<file path="src/rtl/mesh_pkg.sv">
// Shared definitions for the N x N mesh controller.
//   state_t    : controller state encoding
//   clog2      : ceiling log2, usable in constant expressions
//   cnt_width  : RUN counter width for a given KLEN width and mesh size
//   idx        : flat PE index, PE(i,j) -> i*N+j
package mesh_pkg;

    typedef enum logic [1:0] {
        ST_IDLE  = 2'd0,
        ST_CLEAR = 2'd1,
        ST_RUN   = 2'd2,
        ST_DONE  = 2'd3
    } state_t;

    function automatic int clog2(input int v);
        int r;
        int x;
        r = 0;
        x = v - 1;
        while (x > 0) begin
            r++;
            x = x >> 1;
        end
        return r;
    endfunction

    // Wide enough for (2^kw - 1) + 2(n-1), so the RUN counter never wraps.
    function automatic int cnt_width(input int kw, input int n);
        return kw + clog2(2 * n);
    endfunction

    function automatic int idx(input int i, input int j, input int n);
        return i * n + j;
    endfunction

endpackage

</file>
<file path="src/rtl/mesh_ctrl_nxn_skew.sv">
// mesh_skew_decode: combinational skew decoder for the systolic mesh.
// Ports:
//   t       in  CW    RUN cycle counter
//   kl      in  KW    latched inner dimension
//   run_vld in  1     controller is in RUN
//   en_row  out N     A feed enable per row, high for i <= t < i+kl
//   en_col  out N     B feed enable per column, high for j <= t < j+kl
//   en_pe   out N*N   accumulate enable, high for i+j <= t < i+j+kl
//   en_res  out N*N   result capture, high at t == i+j+kl
module mesh_skew_decode
    import mesh_pkg::*;
#(
    parameter int N  = 2,
    parameter int KW = 4,
    parameter int CW = 6
) (
    input  logic [CW-1:0]  t,
    input  logic [KW-1:0]  kl,
    input  logic           run_vld,
    output logic [N-1:0]   en_row,
    output logic [N-1:0]   en_col,
    output logic [N*N-1:0] en_pe,
    output logic [N*N-1:0] en_res
);

    // One spare bit so offset + kl cannot overflow.
    localparam int XW = CW + 1;

    logic [XW-1:0] tx;
    logic [XW-1:0] klx;

    assign tx  = {1'b0, t};
    assign klx = {{(XW-KW){1'b0}}, kl};

    // The window test off <= t < off+kl is written as (t - off) < kl:
    // when t < off the subtraction wraps to a value far above any kl.
    for (genvar i = 0; i < N; i++) begin : g_line
        localparam logic [XW-1:0] OFS = XW'(i);
        assign en_row[i] = run_vld && ((tx - OFS) < klx);
        assign en_col[i] = run_vld && ((tx - OFS) < klx);
    end

    for (genvar i = 0; i < N; i++) begin : g_row
        for (genvar j = 0; j < N; j++) begin : g_col
            localparam logic [XW-1:0] OFS = XW'(i + j);
            assign en_pe[idx(i, j, N)]  = run_vld && ((tx - OFS) < klx);
            assign en_res[idx(i, j, N)] = run_vld && (tx == OFS + klx);
        end
    end

endmodule

</file>
<file path="src/rtl/mesh_ctrl_nxn.sv">
// mesh_ctrl_nxn: control FSM for an N x N systolic matrix-multiply mesh.
// Ports:
//   CLK, RST     clock (rising edge), async active-high reset
//   STM          start, accepted only in IDLE when ABORT is low
//   KLEN  [KW]   inner dimension, latched on accepted STM
//   ABORT        abort; forces all enables/CLR_PE/DONE low in its cycle
//   CLR_PE       accumulator clear (CLEAR state)
//   EN_ROW/EN_COL [N]   skewed operand feed enables
//   EN_PE/EN_RES  [N*N] accumulate / result-capture enables, bit i*N+j
//   BUSY, DONE, EOM     handshake: BUSY in CLEAR/RUN/DONE, DONE pulse, EOM in IDLE
module mesh_ctrl_nxn
    import mesh_pkg::*;
#(
    parameter int N  = 2,
    parameter int KW = 4
) (
    input  logic           CLK,
    input  logic           RST,
    input  logic           STM,
    input  logic [KW-1:0]  KLEN,
    input  logic           ABORT,
    output logic           CLR_PE,
    output logic [N-1:0]   EN_ROW,
    output logic [N-1:0]   EN_COL,
    output logic [N*N-1:0] EN_PE,
    output logic [N*N-1:0] EN_RES,
    output logic           BUSY,
    output logic           DONE,
    output logic           EOM
);

    localparam int CW = cnt_width(KW, N);
    localparam logic [CW-1:0] SKEW = CW'(2 * (N - 1));

    state_t        state;
    logic [CW-1:0] t;
    logic [KW-1:0] kl;
    logic [CW-1:0] tl;
    logic          clr_q;
    logic          done_q;
    logic          busy_q;
    logic          eom_q;

    logic [N-1:0]   row_d;
    logic [N-1:0]   col_d;
    logic [N*N-1:0] pe_d;
    logic [N*N-1:0] res_d;

    assign tl = {{(CW-KW){1'b0}}, kl} + SKEW;

    // Flag registers are loaded with the decode of the state being entered,
    // so they always match the registered state.
    always_ff @(posedge CLK or posedge RST) begin
        if (RST) begin
            state  <= ST_IDLE;
            t      <= '0;
            kl     <= '0;
            clr_q  <= 1'b0;
            done_q <= 1'b0;
            busy_q <= 1'b0;
            eom_q  <= 1'b1;
        end else begin
            clr_q  <= 1'b0;
            done_q <= 1'b0;
            case (state)
                ST_IDLE: begin
                    if (STM && !ABORT) begin
                        kl     <= KLEN;
                        state  <= ST_CLEAR;
                        clr_q  <= 1'b1;
                        busy_q <= 1'b1;
                        eom_q  <= 1'b0;
                    end
                end
                ST_CLEAR: begin
                    if (ABORT) begin
                        state  <= ST_IDLE;
                        busy_q <= 1'b0;
                        eom_q  <= 1'b1;
                    end else begin
                        state <= ST_RUN;
                        t     <= '0;
                    end
                end
                ST_RUN: begin
                    if (ABORT) begin
                        state  <= ST_IDLE;
                        busy_q <= 1'b0;
                        eom_q  <= 1'b1;
                    end else if (t == tl) begin
                        state  <= ST_DONE;
                        done_q <= 1'b1;
                    end else begin
                        t <= t + 1'b1;
                    end
                end
                default: begin
                    state  <= ST_IDLE;
                    busy_q <= 1'b0;
                    eom_q  <= 1'b1;
                end
            endcase
        end
    end

    mesh_skew_decode #(
        .N  (N),
        .KW (KW),
        .CW (CW)
    ) u_skew (
        .t       (t),
        .kl      (kl),
        .run_vld (state == ST_RUN),
        .en_row  (row_d),
        .en_col  (col_d),
        .en_pe   (pe_d),
        .en_res  (res_d)
    );

    // ABORT suppresses anything that would commit state in the mesh this cycle.
    assign EN_ROW = row_d & {N{~ABORT}};
    assign EN_COL = col_d & {N{~ABORT}};
    assign EN_PE  = pe_d  & {(N*N){~ABORT}};
    assign EN_RES = res_d & {(N*N){~ABORT}};
    assign CLR_PE = clr_q  & ~ABORT;
    assign DONE   = done_q & ~ABORT;
    assign BUSY   = busy_q;
    assign EOM    = eom_q;

endmodule

</file>
<file path="config.mk">
export PLATFORM = sky130hd
export DESIGN_NAME = mesh_ctrl_nxn
export DESIGN_NICKNAME = d
export VERILOG_FILES = /design/src/rtl/mesh_pkg.sv /design/src/rtl/mesh_ctrl_nxn_skew.sv /design/src/rtl/mesh_ctrl_nxn.sv
export SDC_FILE = /design/constraint.sdc
export NUM_CORES = 1
export LEC_CHECK = 0
export ABC_AREA = 1
export CORE_UTILIZATION = 55
export DETAILED_ROUTE_END_ITERATION = 6
export PLACE_DENSITY = 0.81
export SLEW_MARGIN = 20
export SYNTH_ARGS = -nofsm -noshare
export SYNTH_HDL_FRONTEND = slang
export SYNTH_SLANG_ARGS = --single-unit
export TNS_END_PERCENT = 20
</file>
<file path="constraint.sdc">
create_clock -name CLK -period 4.9 [get_ports CLK]
set_input_delay 0.98 -clock CLK [delete_from_list [all_inputs] [get_ports CLK]]
set_output_delay 0.98 -clock CLK [all_outputs]
set_load 0.02 [all_outputs]
</file>
==> results list <==
* Die area: 3030 sq um
- In this design, the stage delay of the slowest critical-path cell is a little under 0.7 ns.
- The number of nets in the synthesized netlist is 237.
* Initial Util: 60.2%
- I/O Buffers: 23
- The cell count after synthesis came out at around 210.
* CP max stage cell: sky130_fd_sc_hd__clkdlybuf4s50_1
- Mapped Avg Cell Area: 7.46 sq um
- 0 antenna diodes ended up in the layout.
- Required arrival time at the worst endpoint: 3.92 ns
* Number of gates given a new drive strength after cts: 0
- Top cells by area in the synthesized netlist: sky130_fd_sc_hd__dfrtp_1 (24%), sky130_fd_sc_hd__ha_1 (18%), sky130_fd_sc_hd__nand2_1 (10%), sky130_fd_sc_hd__inv_1 (6.3%), sky130_fd_sc_hd__nand3_1 (4.5%)
* Drc violations: 0
- Type of the setup path with the least slack: primary input to output port
- Counting tap cells, the placed design contains a total of 247 instances.
* Routed length on met2: 1640 um
* Post-layout minimum cycle time: roughly 4.1 ns
* Number of buffers added for setup after CTS: 0
* Fin crit share: around 83%
- For this block, wires on met1 add up to 1410 um.
- Setup violations remaining at the end of the flow were counted as 0.
* Highest Signal Layer: met4
- In this run the number of H-tree levels came out at 1.
* Buffer levels on the longest clock path: 2
* Most used flip-flop cell after synthesis: sky130_fd_sc_hd__dfrtp_1
* Wire length per cell after detailed routing: 13.0 um
* RSZ-0062 raised after global routing: false
- Total half-perimeter wirelength after legalization and detailed placement: 2630 um
- CTS buffer count: 3
- # clock sinks: 16
- Worst-path cell chain: clkdlybuf4s50_1 -> inv_1 -> nand2_1 -> nor2_1 -> nand2_1 -> nor3_1 -> clkdlybuf4s50_1
- The first global-routing pass estimated 5120 um of wire.
- In this run the horizontal extent of the chip is ~55 um.
* Number of vias per cell: 5.41
- Clock-pin slew was measured on the worst setup and hold paths at 0.10 ns.
- Origin of the worst min-delay path: EOM
- The synthesized design contains 0 enable-type register cells.
- Filler cell count: 220
- Of all nets on the critical path, the largest fanout is 7.
- The number of different library cells used by synthesis comes to 31.
* Normalized max-slew margin: around 60%
- Number of max-capacitance violations reported: 0
* Kind of end point of the critical path: output port
- In this run the static leakage power is approximately 0.85 nW.
* Weighted congestion reported at the end of routability-driven placement: approximately 0.91
- Maximum clock frequency: 247 MHz
- Vias after detailed routing: 1,359
- Post-synth design cell area: approximately 1500 sq um
* Sequential element share of the synthesized area: between 20% and 30%
- For the worst-skew pair, the clock arrives at the later sink with an insertion delay of 0.29 ns.
- After global routing the overflow that remains totals 0.
- Core area: around 2600 sq um
- After floorplanning, the core was divided into 18 placement rows.
- Antenna-violating nets left: 0
* Total track usage: 24.1%
- Final Hold Fails: 0
- Maximum number of pins on one net before global-route repair: 17
- VDD IR-drop max: 0.000453 V
- For this block, the routed nets add up to 3270 um of wire.
- Fraction of layout cells with a size suffix above 1: about 6.3%
* Min-Delay Path Class: register to register
- Adding up every negative setup slack in the final design gives 0 ns.
- Commonest cells post-synth: sky130_fd_sc_hd__nand2_1 (41), sky130_fd_sc_hd__inv_1 (26), sky130_fd_sc_hd__ha_1 (22)
- At the worst endpoint, the arrival time is around 3.1 ns.
- The first TritonRoute pass finished after 4 iterations.
- Number of global-route vias before repair: 1,194
- Along the worst hold path, the cell count comes to 2.
* Number of cells on the worst reg-to-reg path: 9
* Vertical die dimension: 55.0 um
- By instance count, the leading cell after synthesis is sky130_fd_sc_hd__nand2_1.
- In this run the worst setup path begins at ABORT.
- Final Skew: 0.00529 ns
* Cell taking the most area after synthesis: sky130_fd_sc_hd__dfrtp_1
- In this run, post-CTS hold repair placed 0 buffers.
- STA classifies the critical path startpoint as a primary input.
* R2r startpoint: t[1]
- DRT iter0 DRCs: 14
- CTS tree: done
- 24 I/O pins were placed.
* Status: complete, no violations
- Yosys warnings: 0
- For this design the ratio of total power to cell area is 436 nW/um^2.
- Number of antenna violations at the first check in global routing: 0
* Buffer cell driving the clock tree root: sky130_fd_sc_hd__clkbuf_4
* Final cell count without fillers: 251
- In this run, synthesis produced a sequential element count of 16.
- For the pin with the worst max-slew slack, the measured transition is 0.597 ns.
* Area Growth Syn to Fin: 13.4%
* Proportion of register bits with asynchronous set or reset after synthesis: 100%
- Summed over its instances, the top area cell type makes up 24.3% of the synthesized netlist area.
- Summed over all nets, wire length on met3 after detailed routing comes to 168 um.
- Fin. max-slew vios: 0
* Number of nets in the finished design: 252
[power breakdown]
part	internal (W)	switching, W
sequential	0.000170	0.0000482
combinational	0.000189	0.000267
clock	0.0000453	0.0000435
total	0.000405	0.000359
[worst max-delay path, delay by kind of cell]
kind / cells / cell delay, ns
buf+inv: 3 / 1.37
simple gates: 4 / 0.72
[final timing paths]
path	to	slack, ns
setup / recovery	EN_PE[2]	0.85
hold / removal	EOM	0.51
setup reg to reg	state[0]	2.96
hold reg to reg	EOM	0.51
max in group asynchronous	t[5]	3.46
min in group asynchronous	kl[3]	1.05
[area by class of cell]
type	instances	area [sq um]	share of cell area, %
inverters	28	105	6.00
multi-input cells	150	941	53.7
well taps	30	37.5	2.14
clock buffers	4	36.3	2.07
flip-flops and latches	16	402	22.9
repair buffers	23	230	13.1
[sequential cells by signal (all words and copies together) (netlist names)]
signal and cells:
EOM 1, done_q 1, state 2, BUSY 1, t 6, clr_q 1, kl 4
[layout by cell type, fill, tap and decap left out]
master                            Yosys  layout
sky130_fd_sc_hd__clkbuf_8             0       1
sky130_fd_sc_hd__a21boi_0             1       1
sky130_fd_sc_hd__o21ai_0              5       5
sky130_fd_sc_hd__nand3b_1             2       2
sky130_fd_sc_hd__o211ai_1             3       3
sky130_fd_sc_hd__dfrtp_1             15      15
sky130_fd_sc_hd__inv_1               26      26
sky130_fd_sc_hd__ha_1                22      22
sky130_fd_sc_hd__nand2_2              1       1
sky130_fd_sc_hd__clkbuf_4             0       3
sky130_fd_sc_hd__and2_0               1       1
sky130_fd_sc_hd__nand3_2              2       2
sky130_fd_sc_hd__xor2_1               6       6
sky130_fd_sc_hd__nor2_4               1       1
sky130_fd_sc_hd__dfstp_2              1       1
sky130_fd_sc_hd__o21bai_1             1       1
sky130_fd_sc_hd__nor3_2               1       1
sky130_fd_sc_hd__nand3_1             14      14
sky130_fd_sc_hd__nor3_1              10      10
sky130_fd_sc_hd__o21a_1               1       1
sky130_fd_sc_hd__a31oi_1              1       1
sky130_fd_sc_hd__nor2_1              16      16
sky130_fd_sc_hd__a21oi_1             12      12
sky130_fd_sc_hd__nand4_1              2       2
sky130_fd_sc_hd__nand2_1             41      41
sky130_fd_sc_hd__xnor2_1              3       3
sky130_fd_sc_hd__inv_2                2       2
sky130_fd_sc_hd__clkdlybuf4s50_1      0      23
sky130_fd_sc_hd__nand2_4              2       2
sky130_fd_sc_hd__o22ai_1              1       1
sky130_fd_sc_hd__nor4_1               1       1
[kinds of logic (layout without fill, tap and decap cells)]
| logic type | count (synthesis) | count (layout) | synth area share [%] |
|---|---|---|---|
| AO/OA/AOI/OAI | 25 | 25 | 9.23 |
| XOR/XNOR | 9 | 9 | 5.10 |
| adder cells (fa/ha/maj) | 22 | 22 | 17.8 |
| buffers and inverters | 41 | 55 | 13.1 |
| flip-flops | 16 | 16 | 26.0 |
| AND/OR/NAND/NOR | 94 | 94 | 28.7 |
[through the flow]
step           setup WS, ns  util (%)  cell area (sq um)  power, W  hold slack, ns
2_1_floorplan          1.48         -               1550  0.000572           0.490
3_3_place_gp          0.920      66.8               1720  0.000655           0.495
3_5_place_dp          0.830      66.8               1720  0.000677           0.496
4_1_cts               0.812      68.2               1750  0.000769           0.510
5_1_grt               0.592      68.2               1750  0.000835           0.518
6_report              0.846      68.2               1750  0.000763           0.508
[metal layers]
metal  vias up  global-route usage (%)
met5         -                       0
met4         0                    8.75
met1       616                    28.7
met3         7                    6.28
met2        40                    41.2
li1        696                       -
Power figures use the tool's default switching activity.
